--- src/rtl/yuanma_to_buma.sv ---
// yuanma_to_buma: converts a sign-magnitude word to two's complement with a
// bit-serial FSM (IDLE -> SHIFT -> DONE). The word is held in DONE until the
// consumer takes it.
//
// Parameters:
//   WIDTH      word width in bits including the sign bit (2..32)
// Ports:
//   clk        rising-edge clock
//   reset      asynchronous, active-high reset
//   in_valid   sign-magnitude word present on in_data
//   in_ready   block can accept a word (IDLE only)
//   in_data    sign-magnitude word; bit WIDTH-1 is the sign
//   out_valid  converted word present on out_data (DONE only)
//   out_ready  consumer accepts out_data
//   out_data   two's-complement word; 0 whenever out_valid is low
//   out_nz     accepted word was negative zero
// Build option:
//   YUANMA_NEGZERO_FLAG_EN  when defined, out_nz flags a negative-zero input.
//                           When undefined, out_nz is tied to 0.
module yuanma_to_buma #(
    parameter int WIDTH = 4
) (
    input  logic             clk,
    input  logic             reset,
    input  logic             in_valid,
    output logic             in_ready,
    input  logic [WIDTH-1:0] in_data,
    output logic             out_valid,
    input  logic             out_ready,
    output logic [WIDTH-1:0] out_data,
    output logic             out_nz
);
    localparam int MW = WIDTH - 1;          // magnitude width
    localparam int CW = $clog2(WIDTH);      // enough to count 0..MW-1

    typedef enum logic [1:0] {IDLE, SHIFT, DONE} state_t;

    state_t           state_q, state_d;
    logic             sign_q, sign_d;
    logic [MW-1:0]    mag_q, mag_d;
    logic [MW-1:0]    res_q, res_d;
    logic [CW-1:0]    cnt_q, cnt_d;
    logic             seen_q, seen_d;
    logic [WIDTH-1:0] out_data_q, out_data_d;

    logic             bit_cur;
    logic             rbit;
    logic             seen_nx;
    logic [MW-1:0]    res_sh;

`ifdef YUANMA_NEGZERO_FLAG_EN
    logic             nz_q, nz_d;
`endif

    always_comb begin
        state_d    = state_q;
        sign_d     = sign_q;
        mag_d      = mag_q;
        res_d      = res_q;
        cnt_d      = cnt_q;
        seen_d     = seen_q;
        out_data_d = out_data_q;
`ifdef YUANMA_NEGZERO_FLAG_EN
        nz_d       = nz_q;
`endif

        // Negation done serially: bits up to and including the first 1 pass
        // through, every later bit inverts.
        bit_cur = mag_q[0];
        rbit    = (sign_q && seen_q) ? ~bit_cur : bit_cur;
        seen_nx = seen_q | bit_cur;
        // Result enters at the top and walks down, so the first (LSB) bit
        // lands at position 0 after MW shifts.
        res_sh         = res_q >> 1;
        res_sh[MW-1]   = rbit;

        case (state_q)
            IDLE: begin
                if (in_valid) begin
                    sign_d  = in_data[WIDTH-1];
                    mag_d   = in_data[MW-1:0];
                    res_d   = '0;
                    cnt_d   = '0;
                    seen_d  = 1'b0;
                    state_d = SHIFT;
                end
            end
            SHIFT: begin
                mag_d  = mag_q >> 1;
                res_d  = res_sh;
                seen_d = seen_nx;
                cnt_d  = cnt_q + CW'(1);
                if (cnt_q == CW'(MW - 1)) begin
                    // seen_nx now means "magnitude != 0"; negative zero
                    // therefore collapses to plain zero.
                    out_data_d = {sign_q & seen_nx, res_sh};
`ifdef YUANMA_NEGZERO_FLAG_EN
                    nz_d       = sign_q & ~seen_nx;
`endif
                    state_d    = DONE;
                end
            end
            DONE: begin
                if (out_ready) begin
                    out_data_d = '0;
`ifdef YUANMA_NEGZERO_FLAG_EN
                    nz_d       = 1'b0;
`endif
                    state_d    = IDLE;
                end
            end
            default: state_d = IDLE;
        endcase
    end

    always_ff @(posedge clk or posedge reset) begin
        if (reset) begin
            state_q    <= IDLE;
            sign_q     <= 1'b0;
            mag_q      <= '0;
            res_q      <= '0;
            cnt_q      <= '0;
            seen_q     <= 1'b0;
            out_data_q <= '0;
`ifdef YUANMA_NEGZERO_FLAG_EN
            nz_q       <= 1'b0;
`endif
        end else begin
            state_q    <= state_d;
            sign_q     <= sign_d;
            mag_q      <= mag_d;
            res_q      <= res_d;
            cnt_q      <= cnt_d;
            seen_q     <= seen_d;
            out_data_q <= out_data_d;
`ifdef YUANMA_NEGZERO_FLAG_EN
            nz_q       <= nz_d;
`endif
        end
    end

    // Handshake flags decode straight from the state flop so reset reaches
    // them without waiting for a clock.
    assign in_ready  = (state_q == IDLE);
    assign out_valid = (state_q == DONE);
    assign out_data  = out_data_q;
`ifdef YUANMA_NEGZERO_FLAG_EN
    assign out_nz    = nz_q;
`else
    assign out_nz    = 1'b0;
`endif

endmodule

--- config.mk ---
export PLATFORM = sky130hd
export DESIGN_NAME = yuanma_to_buma
export DESIGN_NICKNAME = d
export VERILOG_FILES = /design/src/rtl/yuanma_to_buma.sv
export SDC_FILE = /design/constraint.sdc
export NUM_CORES = 1
export LEC_CHECK = 0
export CORE_MARGIN = 2
export CORE_UTILIZATION = 44
export DETAILED_ROUTE_END_ITERATION = 10
export PLACE_DENSITY_LB_ADDON = 0.25
export SYNTH_ARGS = -nofsm -noshare
export SYNTH_HDL_FRONTEND = slang
export SYNTH_SLANG_ARGS = --single-unit
--- constraint.sdc ---
create_clock -name clk -period 1.32 [get_ports clk]
set_clock_uncertainty 0.15 [all_clocks]
set_input_delay 0.132 -clock clk [delete_from_list [all_inputs] [get_ports clk]]
set_output_delay 0.132 -clock clk [all_outputs]
set_load 0.01 [all_outputs]
# Word level (Yosys, flattened, before mapping)
# Index checks and enable logic that the tools add are counted.
# totals
regBits	16
latch_bits	0
ram_bits	0
rom_bits	0
out_inout_bits	7
word_cells	41
n_memories	0
# op_classes
n_addsub	1
multipliers	0
div	0
n_lt_le_gt_ge	0
eq_ne	6
shift	0
n_mux	16
bitwise_logic	3
n_reduce_logical	8
# op_table
op	count
case mux 3 bit (2 select lines)	2
two-way mux 2 bit	4
two-way mux 4 bit	2
case mux 4 bit (2 select lines)	1
two-way mux 3 bit	2
case mux 2 bit (3 select lines)	1
AND reduction 3 bit	2
== test 2 bit, second input constant	2
inequality test 2 bit, second input constant	2
case mux 2 bit (2 select lines)	1
AND reduction 2 bit	2
nonzero test 2 bit	2
adder 2 x 1 -> 2 bit, second input constant	1
== test 2 x 1 -> 1 bit, second input constant	1
logical NOT 2 bit	1
two-way mux 1 bit	2
inequality test 2 x 1 -> 1 bit, second input constant	1
case mux 1 bit (2 select lines)	1
bitwise AND 1 bit	1
logical AND 1 bit	1
inverter 1 bit	1
OR 1 bit	1

# Logic depth before layout (Yosys ltp)
# depth
word_depth	4
ltp_mapped	5
ltp_nobuf	5

# Worst setup path after synthesis
# Ideal clock, no wire load.
# synth_path
kind	register -> register
startpoint	register state_q[1]
endpoint	register sign_q
t_arrival_ps	989
setup_slack_ps	56
stages_incl_launch_ff	5
n_path_buf	1
synth_period_minus_slack_ps	1264
path_cell_list	dfrtp_1 -> buf_6 -> nand2b_4 -> nor2_2 -> mux2_4
# synth_between
elab_chain_cells	2
# synth_rtl
item	line	rtl
start, declared	38	state_t state_q, state_d;
start signal, assigned	129	state_q <= state_d;
logical NOT 2 bit	77	case (state_q)
AND reduction 2 bit (no source line)	--	
end signal, assigned	130	sign_q <= sign_d;
end, declared	39	logic sign_q, sign_d;
# No other way between the ends.
# A chain may end at the register's enable or synchronous reset.

# Worst setup path after layout
# Same ends and word-level chain as after synthesis.

==> flow_metrics.tcl <==
set metrics [dict create \
    cp-end-kind "flop" \
    first_pass_iters 4 \
    grt_pass1_vias 626 \
    antenna_left 0 \
    hold_slack_ns 0.3154 \
    final_cell_mix "dfrtp_1, buf_4, a21oi_1" \
    drc 0 \
    cts_inserted_buffers 3 \
    grt.total_usage_pct 17.93 \
    netlist_instances 77 \
    dp_hpwl_um 1126 \
    setup_violations 3 \
    max_stage_delay_ns 0.43 \
    final_common_cell "dfrtp_1" \
    syn-cell-area_sq_um 779.5 \
    wl_per_cell_um 13.54 \
    slowest_stage "dfrtp_1" \
    fmax_ghz 0.7333 \
    die_area_sq_um 2124 \
    min_path_type "input port to flop" \
    die_y_um 46.09 \
    crit_family "flip-flops" \
    drive_gt1_share_pct 35.92 \
    slew_violations 0 \
    outcome "finished, violations left" \
    crit_fanout 7 \
    cap_violations 0 \
    initial_core_util_pct 46.15 \
    clkLatencyLatePin_ns 0.28 \
    root_buffer "clkbuf_4" \
    ir_worst_vdd_uv 1112 \
    grt_max_degree 16 \
    core_area_sq_um 1689 \
    path_class "flop to flop" \
    syn_nets 86 \
    cts.htree.levels 1 \
    antenna_found_initial 0 \
    start_kind "flop" \
    tritoncts "built" \
    worstPathCellList "buf_6 -> nand2b_4 -> nor2_4 -> mux2_4" \
    critPathArrivalTime_ns 1.38 \
    syn_avg_cell_area_sq_um 10.12 \
    grt_overflow 0 \
    dp.cells 111 \
    path_clk_slew_ns 0.09 \
    powerDensity_nw_per_um2 2372 \
    fin_crit_ns 1.364 \
    dp_slack_ns -0.1591 \
    vias_per_cell 5.308 \
    p_leak_nw 0.4853 \
    grt_pass1_wl_um 2704 \
    num_io_pins 15 \
    portBuffers 13 \
    violations "negative setup slack" \
    stdcell_count 120 \
    seq_area_frac_synth_pct 48.15 \
    num_rows 15 \
    total_power_w 0.002573 \
    ys_ff_latch 15 \
    final_net_count 113 \
    die_x_um 46.09 \
    critPathBufInv 1 \
    hold_viol_final 0 \
    cts_buffer_depth 2 \
    wirelength_um 1625 \
    antenna_cells 0 \
    crit_required_ns 1.34 \
    finalCritPeriodShare_pct 103.3 \
    clock-sinks 15 \
    gp_congestion 0.6803 \
    drtIter0Drc 9 \
    setup_ws_ns -0.04368 \
    rsz0062_at_grt "true" \
    synth_warnings 0 \
    vias 637 \
    syn2layout_area_growth_pct 39.17 \
    ys_types 27 \
]
==> cells by family (layout without fill, tap and decap cells) <==
| group | Yosys count | count (layout) | share of synthesized area (%) |
|---|---|---|---|
| muxes | 2 | 2 | 3.210 |
| xor gates and xnor gates | 1 | 1 | 1.124 |
| AOI/OAI and AO/OA | 25 | 25 | 19.90 |
| DFF | 15 | 15 | 48.15 |
| adders and majority gates | 1 | 1 | 1.605 |
| and+or+nand+nor | 24 | 24 | 18.78 |
| other | 1 | 1 | 0.4811 |
| buffers and inverters | 8 | 34 | 6.740 |
==> worst paths after layout <==
kind	startpoint	end	slack (ns)	cells past startpoint
max in group asynchronous	reset	state_q[0]	0.28	4
setup / recovery	state_q[1]	sign_q	-0.04	4
hold reg to reg	res_q[1]	res_q[1]	0.36	1
setup reg to reg	state_q[1]	sign_q	-0.04	4
hold / removal	in_data[3]	sign_q	0.32	2
min in group asynchronous	reset	mag_q[1]	0.55	4
==> area by class of cell <==
cell class | count | area [sq um]
Inverter | 4 | 17.52
Sequential cell | 15 | 376.6
Timing Repair Buffer | 26 | 229.0
Tap cell | 17 | 21.27
Fill cell | 136 | 604.3
Multi-Input combinational cell | 54 | 414.1
Clock buffer | 4 | 26.28
==> power by group <==
group | internal, W | switching (W) | total [W] | leakage (nW)
sequential | 0.000672 | 0.000189 | 0.000861 | 0.188
clock | 0.000117 | 0.000144 | 0.000261 | 0.0150
combinational | 0.000747 | 0.000704 | 0.00145 | 0.282
==> flip-flops by register name (all words and copies together) (netlist names) <==
signal / count
res_q: 2
cnt_q: 2
state_q: 2
mag_q: 3
seen_q: 1
sign_q: 1
out_data: 4
==> metal layers <==
layer / part of all wire, % / up-vias / global-route usage (%)
li1: - / 316 / -
met1: 49 / 311 / 23.38
met2: 49 / 10 / 29.17
met3: 2.5 / 0 / 3.529
met4: 0 / 0 / 6.857
met5: 0 / - / 0
==> cell usage after synthesis, drive strengths merged <==
cell / number / area [sq um]
a32o: 1 / 10.01
a211oi: 2 / 25.02
nand3b: 1 / 7.510
o21bai: 1 / 11.26
ha: 1 / 12.51
inv: 4 / 15.01
o21ai: 7 / 35.03
mux2: 1 / 15.01
and3b: 2 / 17.52
a21oi: 12 / 60.06
nand2b: 3 / 33.79
buf: 4 / 37.53
mux2i: 1 / 10.01
dfrtp: 15 / 375.4
nor2: 8 / 35.03
nand2: 7 / 26.28
nor2b: 1 / 6.260
conb: 1 / 3.750
o31ai: 1 / 7.510
nor3: 2 / 20.02
xor2: 1 / 8.760
a31oi: 1 / 6.260
==> metrics by stage <==
stage | TNS [ns] | utilization (%) | instance area, sq um
final | -0.07454 | 64.22 | 1085
after global routing | -0.2335 | 64.22 | 1085
after CTS | -0.2948 | 61.26 | 1035
after detailed placement | -0.8868 | 56.44 | 953.4
after global placement | -0.6192 | 56.44 | 953.4
after floorplan | 0 | - | 779.5
==> what timing repair did <==
action / 4_1_cts / 5_1_grt
hold buffers: 1 / 0
pin swaps: 4 / 5
hold endpoints to repair: 15 / 0
buffers inserted: 4 / 2
resized for setup: 17 / 14
setup endpoints to repair: 12 / 13
(Power assumes the default switching activity.)
